===== config.mk =====
export PLATFORM = sky130hd
export DESIGN_NAME = id_ex_stage
export DESIGN_NICKNAME = d
export VERILOG_FILES = /design/src/rtl/riscv_pkg.sv /design/src/rtl/id_ex_stage_regfile_2r1w.sv /design/src/rtl/id_ex_stage.sv
export SDC_FILE = /design/constraint.sdc
export NUM_CORES = 2
export LEC_CHECK = 0
export BUFFER_PORTS_ARGS = -buffer_cell sky130_fd_sc_hd__clkbuf_2
export CORE_MARGIN = 1.5
export CORE_UTILIZATION = 50
export DETAILED_ROUTE_END_ITERATION = 8
export PLACE_DENSITY_LB_ADDON = 0.12
export SYNTH_ARGS = -nofsm -noshare
export SYNTH_HDL_FRONTEND = slang
export SYNTH_SLANG_ARGS = --single-unit

===== constraint.sdc =====
create_clock -name clk -period 13.8 [get_ports clk]
set_clock_uncertainty 0.15 [all_clocks]
set_input_delay 4.14 -clock clk [delete_from_list [all_inputs] [get_ports clk]]
set_output_delay 4.14 -clock clk [all_outputs]
set_load 0.05 [all_outputs]

===== src/rtl/riscv_pkg.sv =====
`default_nettype none
// ============================================================================
//  Module      : riscv_pkg
//  Description : Shared RV32I decode constants and the ALU operation
//                encoding used by the operand stage and the ALU.
//  Revision    : 1.0 - initial release
// ============================================================================
package riscv_pkg;

    // Datapath width shared by the decode stage and the ALU
    localparam int XLEN = 32;

    // Major opcodes handled by the operand stage
    localparam logic [6:0] OPC_OP     = 7'b0110011;
    localparam logic [6:0] OPC_OP_IMM = 7'b0010011;
    localparam logic [6:0] OPC_LUI    = 7'b0110111;
    localparam logic [6:0] OPC_AUIPC  = 7'b0010111;

    // funct7 values that are legal for OP / shift-immediate encodings
    localparam logic [6:0] F7_BASE = 7'b0000000;
    localparam logic [6:0] F7_ALT  = 7'b0100000;

    // funct3 values
    localparam logic [2:0] F3_ADD_SUB = 3'b000;
    localparam logic [2:0] F3_SLL     = 3'b001;
    localparam logic [2:0] F3_SLT     = 3'b010;
    localparam logic [2:0] F3_SLTU    = 3'b011;
    localparam logic [2:0] F3_XOR     = 3'b100;
    localparam logic [2:0] F3_SR      = 3'b101;
    localparam logic [2:0] F3_OR      = 3'b110;
    localparam logic [2:0] F3_AND     = 3'b111;

    // ALU operation encoding, fixed by the ALU interface
    typedef enum logic [3:0] {
        ALU_ADD  = 4'd0,
        ALU_SUB  = 4'd1,
        ALU_SLL  = 4'd2,
        ALU_SLT  = 4'd3,
        ALU_SLTU = 4'd4,
        ALU_XOR  = 4'd5,
        ALU_SRL  = 4'd6,
        ALU_SRA  = 4'd7,
        ALU_OR   = 4'd8,
        ALU_AND  = 4'd9
    } alu_op_t;

    // Map funct3 plus the alternate bit (instr[30]) onto an ALU operation.
    // The caller decides whether the alternate bit is meaningful.
    function automatic alu_op_t f3_to_alu(input logic [2:0] f3, input logic alt);
        alu_op_t op;
        case (f3)
            F3_ADD_SUB: op = alt ? ALU_SUB : ALU_ADD;
            F3_SLL:     op = ALU_SLL;
            F3_SLT:     op = ALU_SLT;
            F3_SLTU:    op = ALU_SLTU;
            F3_XOR:     op = ALU_XOR;
            F3_SR:      op = alt ? ALU_SRA : ALU_SRL;
            F3_OR:      op = ALU_OR;
            default:    op = ALU_AND;
        endcase
        return op;
    endfunction

endpackage
`default_nettype wire


===== src/rtl/id_ex_stage_regfile_2r1w.sv =====
`default_nettype none
// ============================================================================
//  Module      : regfile_2r1w
//  Description : Integer register file with two combinational read ports
//                and one synchronous write port. x0 reads as zero and
//                ignores writes.
//  Options     : IDEX_WB_BYPASS_EN - a read that hits the register being
//                written in the same cycle returns the write data.
//  Revision    : 1.0 - initial release
// ============================================================================
module regfile_2r1w
    import riscv_pkg::*;
#(
    parameter int XLEN = riscv_pkg::XLEN,
    parameter int NREG = 32
) (
    input  logic            clk,
    input  logic            rst_n,
    input  logic [4:0]      i_rs1,
    input  logic [4:0]      i_rs2,
    input  logic            i_wb_en,
    input  logic [4:0]      i_wb_rd,
    input  logic [XLEN-1:0] i_wb_data,
    output logic [XLEN-1:0] o_rs1_data,
    output logic [XLEN-1:0] o_rs2_data
);

`ifdef IDEX_WB_BYPASS_EN
    localparam bit c_BYPASS = 1'b1;
`else
    localparam bit c_BYPASS = 1'b0;
`endif

    logic [XLEN-1:0] r_regs [NREG];
    logic            w_wr;

    // x0 is never written so its storage stays at the reset value of zero
    assign w_wr = i_wb_en && (i_wb_rd != 5'd0) && (int'(i_wb_rd) < NREG);

    // Storage update: clear everything on reset, otherwise one write per cycle
    always_ff @(posedge clk) begin
        if (!rst_n) begin
            for (int i = 0; i < NREG; i++) begin
                r_regs[i] <= '0;
            end
        end else if (w_wr) begin
            r_regs[i_wb_rd] <= i_wb_data;
        end
    end

    // Read ports: x0 and out-of-range addresses read zero, optional write-through
    always_comb begin
        o_rs1_data = '0;
        o_rs2_data = '0;
        if ((i_rs1 != 5'd0) && (int'(i_rs1) < NREG)) begin
            if (c_BYPASS && w_wr && (i_wb_rd == i_rs1)) begin
                o_rs1_data = i_wb_data;
            end else begin
                o_rs1_data = r_regs[i_rs1];
            end
        end
        if ((i_rs2 != 5'd0) && (int'(i_rs2) < NREG)) begin
            if (c_BYPASS && w_wr && (i_wb_rd == i_rs2)) begin
                o_rs2_data = i_wb_data;
            end else begin
                o_rs2_data = r_regs[i_rs2];
            end
        end
    end

endmodule
`default_nettype wire


===== src/rtl/id_ex_stage.sv =====
`default_nettype none
// ============================================================================
//  Module      : id_ex_stage
//  Description : RV32I decode/operand stage feeding the ALU. Decodes OP,
//                OP-IMM, LUI and AUIPC, reads rs1/rs2 from the internal
//                register file and presents registered operands behind a
//                valid/ready pipeline register with flush.
//  Options     : IDEX_WB_BYPASS_EN - same-cycle writeback forwards into
//                the operand reads (handled in regfile_2r1w).
//  Revision    : 1.0 - initial release
// ============================================================================
module id_ex_stage
    import riscv_pkg::*;
#(
    parameter int XLEN = riscv_pkg::XLEN,
    parameter int NREG = 32
) (
    input  logic            clk,
    input  logic            rst_n,
    input  logic            in_valid,
    output logic            in_ready,
    input  logic [31:0]     instr,
    input  logic [XLEN-1:0] pc,
    input  logic            flush,
    input  logic            wb_en,
    input  logic [4:0]      wb_rd,
    input  logic [XLEN-1:0] wb_data,
    output logic            out_valid,
    input  logic            out_ready,
    output logic [XLEN-1:0] a,
    output logic [XLEN-1:0] b,
    output logic [3:0]      alu_op,
    output logic [4:0]      rd,
    output logic            rd_we,
    output logic            illegal
);

    // Instruction fields
    logic [6:0]      w_opcode;
    logic [4:0]      w_rd;
    logic [2:0]      w_f3;
    logic [4:0]      w_rs1;
    logic [4:0]      w_rs2;
    logic [6:0]      w_f7;
    logic [XLEN-1:0] w_imm_i;
    logic [XLEN-1:0] w_imm_u;
    logic [XLEN-1:0] w_shamt;

    // Register file read data
    logic [XLEN-1:0] w_rs1_data;
    logic [XLEN-1:0] w_rs2_data;

    // Decode results
    logic [XLEN-1:0] w_a;
    logic [XLEN-1:0] w_b;
    alu_op_t         w_alu_op;
    logic            w_illegal;
    logic            w_rd_we;
    logic            w_load;

    // Pipeline register
    logic            r_valid;
    logic [XLEN-1:0] r_a;
    logic [XLEN-1:0] r_b;
    alu_op_t         r_alu_op;
    logic [4:0]      r_rd;
    logic            r_rd_we;
    logic            r_illegal;

    assign w_opcode = instr[6:0];
    assign w_rd     = instr[11:7];
    assign w_f3     = instr[14:12];
    assign w_rs1    = instr[19:15];
    assign w_rs2    = instr[24:20];
    assign w_f7     = instr[31:25];
    assign w_imm_i  = XLEN'($signed(instr[31:20]));
    assign w_imm_u  = XLEN'($signed({instr[31:12], 12'b0}));
    assign w_shamt  = XLEN'(instr[24:20]);

    regfile_2r1w #(
        .XLEN (XLEN),
        .NREG (NREG)
    ) u_regfile (
        .clk        (clk),
        .rst_n      (rst_n),
        .i_rs1      (w_rs1),
        .i_rs2      (w_rs2),
        .i_wb_en    (wb_en),
        .i_wb_rd    (wb_rd),
        .i_wb_data  (wb_data),
        .o_rs1_data (w_rs1_data),
        .o_rs2_data (w_rs2_data)
    );

    // Decode: start from the illegal result (zero operands, ADD) and override on a legal match
    always_comb begin
        w_illegal = 1'b1;
        w_alu_op  = ALU_ADD;
        w_a       = '0;
        w_b       = '0;
        case (w_opcode)
            OPC_OP: begin
                // Only ADD/SUB and SRL/SRA have an alternate funct7 form
                if ((w_f7 == F7_BASE) ||
                    ((w_f7 == F7_ALT) && ((w_f3 == F3_ADD_SUB) || (w_f3 == F3_SR)))) begin
                    w_illegal = 1'b0;
                    w_alu_op  = f3_to_alu(w_f3, instr[30]);
                    w_a       = w_rs1_data;
                    w_b       = w_rs2_data;
                end
            end
            OPC_OP_IMM: begin
                case (w_f3)
                    F3_SLL: begin
                        if (w_f7 == F7_BASE) begin
                            w_illegal = 1'b0;
                            w_alu_op  = ALU_SLL;
                            w_a       = w_rs1_data;
                            w_b       = w_shamt;
                        end
                    end
                    F3_SR: begin
                        if ((w_f7 == F7_BASE) || (w_f7 == F7_ALT)) begin
                            w_illegal = 1'b0;
                            w_alu_op  = instr[30] ? ALU_SRA : ALU_SRL;
                            w_a       = w_rs1_data;
                            w_b       = w_shamt;
                        end
                    end
                    default: begin
                        // instr[30] is part of the immediate here, never SUB
                        w_illegal = 1'b0;
                        w_alu_op  = f3_to_alu(w_f3, 1'b0);
                        w_a       = w_rs1_data;
                        w_b       = w_imm_i;
                    end
                endcase
            end
            OPC_LUI: begin
                w_illegal = 1'b0;
                w_b       = w_imm_u;
            end
            OPC_AUIPC: begin
                w_illegal = 1'b0;
                w_a       = pc;
                w_b       = w_imm_u;
            end
            default: begin
                w_illegal = 1'b1;
            end
        endcase
    end

    assign w_rd_we  = !w_illegal && (w_rd != 5'd0);
    assign in_ready = !r_valid || out_ready;
    assign w_load   = in_valid && in_ready && !flush;

    // Output pipeline register: reset, then flush, then load, then pop
    always_ff @(posedge clk) begin
        if (!rst_n) begin
            r_valid   <= 1'b0;
            r_a       <= '0;
            r_b       <= '0;
            r_alu_op  <= ALU_ADD;
            r_rd      <= 5'd0;
            r_rd_we   <= 1'b0;
            r_illegal <= 1'b0;
        end else if (flush) begin
            r_valid   <= 1'b0;
        end else if (w_load) begin
            r_valid   <= 1'b1;
            r_a       <= w_a;
            r_b       <= w_b;
            r_alu_op  <= w_alu_op;
            r_rd      <= w_rd;
            r_rd_we   <= w_rd_we;
            r_illegal <= w_illegal;
        end else if (out_ready) begin
            r_valid   <= 1'b0;
        end
    end

    assign out_valid = r_valid;
    assign a         = r_a;
    assign b         = r_b;
    assign alu_op    = r_alu_op;
    assign rd        = r_rd;
    assign rd_we     = r_rd_we;
    assign illegal   = r_illegal;

endmodule
`default_nettype wire


# Word level (Yosys, flattened, before mapping)
# Memories as Yosys holds them, arrays and structs flattened.
# Cells that the tools add are included.
[totals] regBits=76 mem_bits_rw=1024 in_bits=107 output_inout_bits=77 word_cells=79 n_memories=1
[mem_list] memory="u_regfile.r_regs" depth=32 word_bits=32 read_ports=2 rd_ports_with_merged_regs=0 write_ports=32 line="id_ex_stage_regfile_2r1w.sv:34" source="logic [XLEN-1:0] r_regs [NREG];"
[op_classes] n_eq_ne=11 mux=35 bitwise_logic=2 n_reduce_logical=23
[ops] operator="$mux W32" count=7
[ops] operator="$pmux W32 S3" count=2
[ops] operator="$pmux W32 S2" count=2
[ops] operator="$reduce_or A32 Y1" count=1
[ops] operator="$pmux W4 S7" count=1
[ops] operator="$eq A7 B6 Y1 const B" count=3
[ops] operator="$pmux W4 S5" count=1
[ops] operator="$reduce_bool A5 Y1" count=4
[ops] operator="$pmux W4 S2" count=2
[ops] operator="$mux W5" count=3
[ops] operator="$eq A7 B5 Y1 const B" count=2
[ops] operator="$mux W1" count=12
[ops] operator="$eq A3 B3 Y1 const B" count=3
[ops] operator="$logic_not A7 Y1" count=1
[ops] operator="$eq A3 B2 Y1 const B" count=2
[ops] operator="$logic_and A1 B1 Y1" count=5
[ops] operator="$logic_or A1 B1 Y1" count=4
[ops] operator="$mux W4" count=1
[ops] operator="$reduce_or A2 Y1" count=2
[ops] operator="$eq A3 B1 Y1 const B" count=1
[ops] operator="$logic_not A1 Y1" count=3
[ops] operator="$logic_not A3 Y1" count=1
[ops] operator="$mux W3" count=1
[ops] operator="$pmux W1 S3" count=1
[ops] operator="5 further kinds" count=6

# Longest topological paths before layout
[depth] word_depth=8 depth_mapped=10 depth_no_buf=6

# Cells and area by module
# From an unflattened synthesis, not the netlist that was laid out.
[hier_totals] hier_cells=4229 area_unflattened_um2=58232.1
[by_module_without_submodules] mod="regfile_2r1w" instances=1 cells_each=3761 area_per_inst_um2=54589.9 seq_area_each_um2=30749.5
[by_module_without_submodules] mod="id_ex_stage" instances=1 cells_each=468 area_per_inst_um2=3642.2 seq_area_each_um2=1521.5

# Least setup slack after synthesis
# OpenSTA, ideal clock, no wires.
[synth_timing] path_type="input-to-output" startpoint="input port out_ready" endpoint="output port in_ready" arrival_ns=4.715 required_time_ns=9.510 slack_ns=4.795 cell_stages=3 n_path_buf=1 cell_sequence="nor2b_1 clkbuf_1 inv_1"
[synth_via] elab_chain_cells=1
[synth_lines] item="start: declaration" line="id_ex_stage.sv:29" source="input logic out_ready,"
[synth_lines] item="$logic_or A1 B1 Y1" line="id_ex_stage.sv:155" source="assign in_ready = !r_valid || out_ready;"
[synth_lines] item="end: declaration" line="id_ex_stage.sv:21" source="output logic in_ready,"
# No other way between the ends.

# Worst setup path after layout
# Same ends and word-level chain as after synthesis.

==> impl_metrics.tcl <==
set metrics [dict create \
    fp.dieW_um 341 \
    final_area_um2 63400 \
    netlist_area_um2 57100 \
    worst_setup_path_end_kind "primary output" \
    synth_seq_cells 1070 \
    place_inst 5307 \
    grt-ovfl-total 0 \
    yosys.area.top_type_share_pct 52.3 \
    whs_endpoint "alu_op[3]" \
    firstDrtPassIters 6 \
    min_from "alu_op[3]" \
    power_uw 7810 \
    cts_root_buf "clkbuf_16" \
    worst_pin_slew_ps 1290 \
    r2r_start "out_valid" \
    cp.required_ps 9510 \
    rows 123 \
    viasPerCell 6.73 \
    ctsHoldBuffers 0 \
    fin_cells 5541 \
    fmax_ghz 0.106 \
    hold_viol 0 \
    ir_drop_mv 0.106 \
    clk_pin_slew_ps 60 \
    reg2regPathDepth 8 \
    power_leakage_uw 0.0216 \
    core_um2 113000 \
    drive_above_1_share_pct 27.0 \
    rrSetupSlack_ps 10410 \
    slew-limit-headroom_pct 13.9 \
    fp.dieArea_um2 116000 \
    final-setup-viol-count 0 \
    cts-resized-gates 0 \
    drt_iter0_drc 5117 \
    dp_hpwl_mm 114 \
    power.density_nw_per_um2 123 \
    yosysTopAreaCell "edfxtp_1" \
    grt_max_degree 130 \
    wl_per_cell_um 35.3 \
    htreeDepth 3 \
    vias 37300 \
    fin_crit_sh_pct 68.2 \
    cts_made_buffers 120 \
    antenna_found_initial 18 \
    syn2layout_area_growth_pct 11.0 \
    rsz0062_at_grt "no" \
    min_period_ps 9410 \
    clk_latency_ps 710 \
    syn_avg_cell_area_um2 14.4 \
    synth_edf_count 994 \
    synth.distinct_cells 61 \
    cts_tree "built" \
    setup_tns_ps 0 \
    gp_congestion 0.910 \
    die_h_um 341 \
    start_util_pct 50.6 \
    yosysSeqAreaShare_pct 54.9 \
    route.detailed.drc 0 \
    finalWorstSetupSlack_ps 4390 \
    regToRegEndpoint "b[12]" \
    post-place-ws_ps 4420 \
    portBuffers 183 \
    wl_mm 195 \
    maxCapViolations 0 \
    track_usage_pct 33.5 \
    cts_buffer_depth 3 \
    io_pins 184 \
    critPathLaunchType "input port" \
    yosys-top-cells-area "edfxtp_1 52%, mux4_2 19%, and2_1 11%" \
    grt_pass1_wl_mm 274 \
    yosys_warnings 0 \
    postSynthCellCount 3957 \
    multiInputGateArea_um2 24500 \
    status "complete, no violations" \
    arrival_ps 5120 \
    critPathKind "input port to primary output" \
    nFillCells 8993 \
    nets 4036 \
    grt_pass1_vias 36800 \
    place_area_um2 59500 \
    clock_sinks 1070 \
    min_path_cells 2 \
    async_reset_ff_share_pct 0 \
    synth-main-ff-cell "edfxtp_1" \
    cp_max_fo 9 \
    cts_setup_buffers 0 \
    hp-class "flip-flop to flip-flop" \
    seqCellArea_um2 31400 \
    ant_nets 0 \
    maxSlewViolCount 0 \
]
## report_power, final
part	internal, µW	switching (µW)
combinational	354	524
clock	1800	1340
sequential	3710	80.1
## final cells by class
type / count / share of cell area (%)
sequential: 1070 / 49.5
multi-input combinational: 2437 / 38.6
clock buffer: 157 / 5.28
tap: 1500 / 2.96
timing repair buffer: 281 / 2.78
clock inverter: 65 / 0.738
inverter: 19 / 0.113
antenna: 12 / 0.0474
## cells in the mapped netlist (all sizes together), types with 22 or more instances
cell type  instances
nand3             31
a22o              31
nor2b             40
mux2i            133
buf              114
and2            1010
a221oi            35
mux4             491
a211oi            36
nand2             51
dfxtp             76
nor2              60
o32ai             30
mux2              36
edfxtp           994
a21oi            171
o21ai             91
nor4              22
clkbuf           318
## registers in the layout (all words and copies together), names as in the netlist
signal and flops:
u_regfile.r_regs 994, a 32, b 32, rd 5, alu_op 4, illegal 1, out_valid 1, rd_we 1
## cell usage in the layout, fill, tap and decap left out, types with 31 or more instances in the layout
cell and n:
and2_1 1010, edfxtp_1 994, mux4_2 491, clkbuf_2 174, a21oi_1 170, mux2i_1 133
clkbuf_16 123, buf_4 97, dfxtp_1 76, o21ai_0 59, nand2_1 50, nor2b_1 39
mux2_2 36, a211oi_1 36, a221oi_1 35, clkinv_2 33, o21ai_4 31, nand3_1 31
a22o_1 31
## metrics by stage
stage / utilization, % / hold slack, ps
final: 56.2 / 313
after floorplan: - / 518
after CTS: 56.2 / 311
after global routing: 56.2 / 333
after global placement: 52.8 / 291
after detailed placement: 52.8 / 302
## metal layers
layer	global-route usage, %	routed length (µm)	up-vias
met5	0	66	-
met4	13.3	9000	12
met3	7.53	21500	451
met2	52.7	90700	2364
met1	45.5	74200	19300
li1	-	-	15200
## critical path: stages
cell and delay [ps]:
clkbuf_2 80, nor2b_1 390, inv_1 210, clkbuf_2 290
## cells by family after synthesis
| kind of cell | count (synthesis) | synth area share, % |
|---|---|---|
| other | 1 | 0.00657 |
| AND/OR/NAND/NOR | 1269 | 13.5 |
| multiplexers | 660 | 22.4 |
| flip-flops | 1070 | 54.9 |
| AO/OA/AOI/OAI | 505 | 5.83 |
| XOR/XNOR | 1 | 0.0153 |
| buffers and inverters | 451 | 3.35 |
## worst max-delay path by stage
stage	start	endpoint	slack, ps
3_5_place_dp	out_ready	in_ready	4420
6_report	out_ready	in_ready	4390
2_1_floorplan	out_ready	in_ready	4790
3_3_place_gp	out_ready	in_ready	4450
4_1_cts	out_ready	in_ready	4410
5_1_grt	out_ready	in_ready	4350
Power figures use the tool's default switching activity.
